**src/rtl/pwm_pkg.sv**
```systemverilog
// Shared definitions for the PWM engine: register map, CTRL bit layout,
// the packed configuration record and the operating-mode encoding.
package pwm_pkg;

   localparam int REG_W = 8;

   localparam int CTRL_IDX  = 0;
   localparam int PRESC_IDX = 1;
   localparam int TOP_IDX   = 2;
   localparam int DUTY0_IDX = 3;
   localparam int DUTY1_IDX = 4;

   // Only reg0..reg4 carry configuration; the rest of the bank is ignored.
   localparam int CFG_NREGS = 5;

   localparam int CTRL_EN0  = 0;
   localparam int CTRL_EN1  = 1;
   localparam int CTRL_INV0 = 2;
   localparam int CTRL_INV1 = 3;

   typedef struct packed {
      logic [REG_W-1:0] ctrl;
      logic [REG_W-1:0] presc;
      logic [REG_W-1:0] top;
      logic [REG_W-1:0] duty0;
      logic [REG_W-1:0] duty1;
   } pwm_cfg_t;

   typedef enum logic {
      MODE_IDLE = 1'b0,
      MODE_RUN  = 1'b1
   } mode_e;

   function automatic logic any_enabled(input pwm_cfg_t cfg);
      return cfg.ctrl[CTRL_EN0] | cfg.ctrl[CTRL_EN1];
   endfunction

endpackage

```
**src/rtl/pwm_channel.sv**
```systemverilog
// One PWM output: compare the shared period counter against this channel's
// duty value, apply enable/inversion and register the result so the pin
// never sees combinational glitches.
module pwm_channel
   import pwm_pkg::*;
(
   input  logic             clk100,
   input  logic             reset_n,
   input  logic [REG_W-1:0] cnt_i,
   input  logic [REG_W-1:0] duty_i,
   input  logic             en_i,
   input  logic             inv_i,
   output logic             pwm_o
);

   logic pwm_d;
   logic pwm_q;

   // Disabled channels park at their inactive level, which is the invert bit.
   always_comb begin
      pwm_d = inv_i;
      if (en_i) begin
         pwm_d = (cnt_i < duty_i) ^ inv_i;
      end
   end

   // Output register; one cycle behind the counter value it was derived from.
   always_ff @(posedge clk100) begin
      if (!reset_n) begin
         pwm_q <= 1'b0;
      end else begin
         pwm_q <= pwm_d;
      end
   end

   assign pwm_o = pwm_q;

endmodule

```
**src/rtl/pwm_engine.sv**
```systemverilog
// Two-channel PWM engine fed from the I2C register bank.
//
// mode      | meaning
// ----------+---------------------------------------------------------------
// MODE_IDLE | both shadow enables clear; counters parked at 0, shadows
//           | reload on every cycle the sampled configuration is stable
// MODE_RUN  | at least one shadow enable set; prescaler and period counter
//           | run, shadows reload only at the period wrap
//
// Mode is decoded from the shadow enables rather than held in its own
// register, so a shadow load that clears both enables drops to idle on
// the very next cycle.
module pwm_engine
   import pwm_pkg::*;
#(
   parameter int DW    = 8,
   parameter int NREGS = 9
) (
   input  logic              clk100,
   input  logic              reset_n,
   input  logic [DW*NREGS-1:0] registers_packed,
   output logic [1:0]        pwm,
   output logic              period_tick,
   output logic              active
);

   pwm_cfg_t         cfg_in;
   pwm_cfg_t         cfg_q, cfg_qq;
   pwm_cfg_t         sh_q, sh_d;
   logic [REG_W-1:0] pre_cnt_q, pre_cnt_d;
   logic [REG_W-1:0] cnt_q, cnt_d;
   logic             period_tick_q, period_tick_d;
   logic             active_q, active_d;
   logic             stable;
   logic             tick;
   logic             wrap;
   mode_e            mode;
   logic             unused_bits;

   // Pick the five configuration bytes out of the flat register bank.
   always_comb begin
      cfg_in       = '0;
      cfg_in.ctrl  = registers_packed[CTRL_IDX*DW  +: REG_W];
      cfg_in.presc = registers_packed[PRESC_IDX*DW +: REG_W];
      cfg_in.top   = registers_packed[TOP_IDX*DW   +: REG_W];
      cfg_in.duty0 = registers_packed[DUTY0_IDX*DW +: REG_W];
      cfg_in.duty1 = registers_packed[DUTY1_IDX*DW +: REG_W];
   end

   // Bytes beyond DUTY1 and the spare CTRL bits carry no function here.
   assign unused_bits = ^{registers_packed[DW*NREGS-1:DW*CFG_NREGS], sh_q.ctrl[REG_W-1:4]};

   // The bank is written from the slow I2C clock; two equal consecutive
   // samples mean no write is in flight, so a load cannot catch a torn value.
   assign stable = (cfg_q == cfg_qq);
   assign mode   = any_enabled(sh_q) ? MODE_RUN : MODE_IDLE;
   assign tick   = (pre_cnt_q == sh_q.presc);
   assign wrap   = tick && (cnt_q == sh_q.top);

   // Timebase and shadow-load decisions.
   always_comb begin
      sh_d          = sh_q;
      pre_cnt_d     = pre_cnt_q;
      cnt_d         = cnt_q;
      period_tick_d = 1'b0;
      active_d      = any_enabled(sh_q);
      unique case (mode)
         MODE_IDLE: begin
            pre_cnt_d = '0;
            cnt_d     = '0;
            if (stable) begin
               sh_d = cfg_q;
            end
         end
         MODE_RUN: begin
            if (tick) begin
               pre_cnt_d = '0;
               if (wrap) begin
                  cnt_d         = '0;
                  period_tick_d = 1'b1;
                  if (stable) begin
                     sh_d = cfg_q;
                  end
               end else begin
                  cnt_d = cnt_q + 1'b1;
               end
            end else begin
               pre_cnt_d = pre_cnt_q + 1'b1;
            end
         end
         default: begin
            pre_cnt_d = '0;
            cnt_d     = '0;
         end
      endcase
   end

   // Sample pipeline, shadows, counters and status flags.
   always_ff @(posedge clk100) begin
      if (!reset_n) begin
         cfg_q         <= '0;
         cfg_qq        <= '0;
         sh_q          <= '0;
         pre_cnt_q     <= '0;
         cnt_q         <= '0;
         period_tick_q <= 1'b0;
         active_q      <= 1'b0;
      end else begin
         cfg_q         <= cfg_in;
         cfg_qq        <= cfg_q;
         sh_q          <= sh_d;
         pre_cnt_q     <= pre_cnt_d;
         cnt_q         <= cnt_d;
         period_tick_q <= period_tick_d;
         active_q      <= active_d;
      end
   end

   pwm_channel u_ch0 (
      .clk100  (clk100),
      .reset_n (reset_n),
      .cnt_i   (cnt_q),
      .duty_i  (sh_q.duty0),
      .en_i    (sh_q.ctrl[CTRL_EN0]),
      .inv_i   (sh_q.ctrl[CTRL_INV0]),
      .pwm_o   (pwm[0])
   );

   pwm_channel u_ch1 (
      .clk100  (clk100),
      .reset_n (reset_n),
      .cnt_i   (cnt_q),
      .duty_i  (sh_q.duty1),
      .en_i    (sh_q.ctrl[CTRL_EN1]),
      .inv_i   (sh_q.ctrl[CTRL_INV1]),
      .pwm_o   (pwm[1])
   );

   assign period_tick = period_tick_q;
   assign active      = active_q;

endmodule

```
**config.mk**
```make
export PLATFORM = sky130hd
export DESIGN_NAME = pwm_engine
export DESIGN_NICKNAME = d
export VERILOG_FILES = /design/src/rtl/pwm_pkg.sv /design/src/rtl/pwm_channel.sv /design/src/rtl/pwm_engine.sv
export SDC_FILE = /design/constraint.sdc
export NUM_CORES = 1
export LEC_CHECK = 0
export ABC_AREA = 1
export CAP_MARGIN = 20
export CORE_MARGIN = 2
export CORE_UTILIZATION = 37
export CTS_CLUSTER_DIAMETER = 60
export DETAILED_ROUTE_END_ITERATION = 7
export SLEW_MARGIN = 20
export SYNTH_ARGS = -nofsm -noshare
export SYNTH_HDL_FRONTEND = slang
export SYNTH_SLANG_ARGS = --single-unit
```
**constraint.sdc**
```tcl
create_clock -name clk100 -period 1.8 [get_ports clk100]
set_input_delay 0.36 -clock clk100 [delete_from_list [all_inputs] [get_ports clk100]]
set_output_delay 0.36 -clock clk100 [all_outputs]
set_load 0.005 [all_outputs]
```
==> out/metrics.cfg, run 1 <==
[outcome]
status = finished, final reports clean

[routing]
drtIter0Drc = 228
route.detailed.drc = 0
finalWirelength_um = 12100
met1_length_um = 6210
wl_per_cell_um = 9.68
top_layer_used = met4
met2_length_um = 5240
drtPass1Iterations = 5
postRouteAntennaNets = 0
vias = 4992
met3_length_um = 422
viasPerCell = 3.99

[die]
fp.dieW_um = 134
core_um2 = 16500
initial_core_util_pct = 37.7
ios = 78
std_cell_rows = 47
fp.dieArea_um2 = 17800
die_y_um = 134

[timing]
tightest_slew_ps = 555
finalHoldViolations = 0
skew_ps = 4.48
grt_setup_unrepaired = yes
max-slew-margin-rel_pct = 63.0
finalCritPeriodShare_pct = 93.9
slew_viol_final = 0
whs_ps = 263
setup_tns_ps = 0
min_period_ps = 1690
setup_violations = 0
fmax_mhz = 592

[cells_and_area]
fin_nets = 1108
mostFrequentLayoutCell = nand2_1
drive_above_1_share_pct = 12.7
multi_input_area_um2 = 2500
area_growth_pct = 26.5
layout.cells.non_filler = 1251
regArea_um2 = 2770
nFillCells = 1652
utilization_pct = 47.7
diodes = 0
final_cell_mix = 323 x nand2_1, 224 x inv_1, 108 x dfxtp_1

[power_and_ir_drop]
vdd_drop_max_uv = 668
p_leak_uw = 0.00418
power.density_nw_per_um2 = 889

[yosys]
synth.distinct_cells = 28
synth_fp_nets = 1041
netlist_instances = 951
synth.yosys.seq_area_share_pct = 43.9
yosys_warnings = 0
syn_area_um2 = 6210
avgSynthCellArea_um2 = 6.53
ys_ff_latch = 136

[global_route]
grt_overflow = 0
grt_pass1_wl_um = 20200
grt_util_all_layers_pct = 14.2
first_global_vias = 4497
antenna_found_initial = 0
grt_max_degree = 121

[clock_tree]
cts_root_buffer = clkbuf_16
clock_latency_ps = 420
clk_pin_slew_ps = 60
cts_tree = built
cts_buffers = 17
cts_hold_buf = 0
cts_buffer_depth = 2
cts.sinks = 136
htreeDepth = 4

[placed_design]
io_buffers = 45
placed_cells = 1214
routabilityCongestion = 0.758
hpwl_um = 8080

[worst_setup_path]
critPathMaxFanout = 11
start_kind = flip-flop
end_kind = flip-flop
slowest_stage = dfxtp_2
slowest_delay_ps = 340
critPathTopFamily = simple AND/OR/NAND/NOR gates
path_class = flip-flop to flip-flop
path_cells = inv_2 -> nand2_1 -> nand2_1 -> nor2_2 -> nand2_1 -> nor2_2 -> nand3_2 -> nor2_4 -> buf_12 -> clkbuf_16 -> nand3_1 -> nand2_1 -> nor2_1
worst-path-buf-inv = 3
cp_common_cell = nand2_1
critPathRequiredTime_ps = 2110
cp.arrival_ps = 2000

[flow_run]
cap_violations = 0

[worst_hold_path]
hp-class = input port to flip-flop

## sequential cells by signal, summed over array words and instances (netlist names)
register,cells
cnt_q,8
u_ch1.pwm_o,1
active,1
sh_q,36
cfg_q,40
cfg_qq,40
pre_cnt_q,8
period_tick,1
u_ch0.pwm_o,1
## metal layers
layer,global-route usage [%],vias up
met3,3.65,20
met5,0,-
met1,18.1,2055
met4,6.86,0
li1,-,2850
met2,22.5,67
## cell families (layout without fill, tap and decap cells)
kind of cell             after synthesis  in the layout  share of synthesized area (%)
XOR/XNOR                              18             18                           2.54
AND/OR/NAND/NOR                      483            483                           31.0
buffers and inverters                274            354                           17.2
flip-flops                           136            136                           43.9
adder cells (fa/ha/maj)               16             16                           3.23
AO/OA/AOI/OAI                         24             24                           2.24
## worst reg2reg max path: cells and delay by family (launching register included)
kind                   cells  cell delay, ps
and+or+nand+nor           10             890
DFF                        1             340
buffers and inverters      3             340
## synth_stat cells, drive strengths merged
master	number	area, um2
nand2	326	1230
nand4	2	12.5
nand3	48	253
xnor2	6	52.6
nor2	98	375
o21ai	5	25.0
buf	14	90.1
nor4	1	6.26
xor2	12	105
a21oi	12	60.1
a21boi	2	15.0
ha	16	200
o22ai	1	6.26
inv	250	938
o211ai	2	15.0
dfxtp	136	2720
clkbuf	10	37.5
nor2b	1	6.26
nor3	7	35.0
a221oi	2	17.5
## power breakdown
| part | switching (uW) | internal [uW] |
|---|---|---|
| registers | 57.0 | 3100 |
| clock network | 1260 | 2180 |
| logic | 198 | 189 |
| total | 1510 | 5470 |
## stage by stage
| stage | worst slack, ps | total power, uW | instance area, um2 |
|---|---|---|---|
| 3_5_place_dp | 6.68 | 3600 | 7030 |
| 6_report | 110 | 6980 | 7850 |
| 4_1_cts | 7.02 | 7050 | 7620 |
| 3_3_place_gp | 21.5 | 3600 | 7030 |
| 5_1_grt | -32.3 | 7250 | 7850 |
| 2_1_floorplan | 268 | 3450 | 6210 |
## repair_timing
action,4_1_cts,5_1_grt
resized for setup,1,53
endpoints found under the setup margin,1,41
buffers inserted,0,2
gates cloned,0,3
pin swaps,0,10
## layout make-up
cell class              count  share of cell area, %
inverters                 250                   12.0
multi-input cells         541                   31.8
clock buffers              25                   6.31
flip-flops and latches    136                   35.2
clock inverters             7                   1.16
well taps                 220                   3.51
repair buffers             72                   10.0
## worst paths after layout
| kind | slack (ps) | endpoint | from | cells after the start |
|---|---|---|---|---|
| setup / recovery | 110 | sh_q[15] | cfg_q[30] | 13 |
| hold / removal | 260 | cnt_q[7] | reset_n | 3 |
| setup reg to reg | 110 | sh_q[15] | cfg_q[30] | 13 |
| hold reg to reg | 440 | cfg_qq[25] | cfg_q[25] | 2 |
(Power assumes the default switching activity.)
==> run 2: changes to the inputs <==
--- a/config.mk
+++ b/config.mk
@@ -15,3 +15,4 @@
 export SYNTH_ARGS = -nofsm -noshare
 export SYNTH_HDL_FRONTEND = slang
 export SYNTH_SLANG_ARGS = --single-unit
+export TNS_END_PERCENT = 50
==> results of run 2 <==
No change in the layout: final DEF, timing and power equal those of run 1.
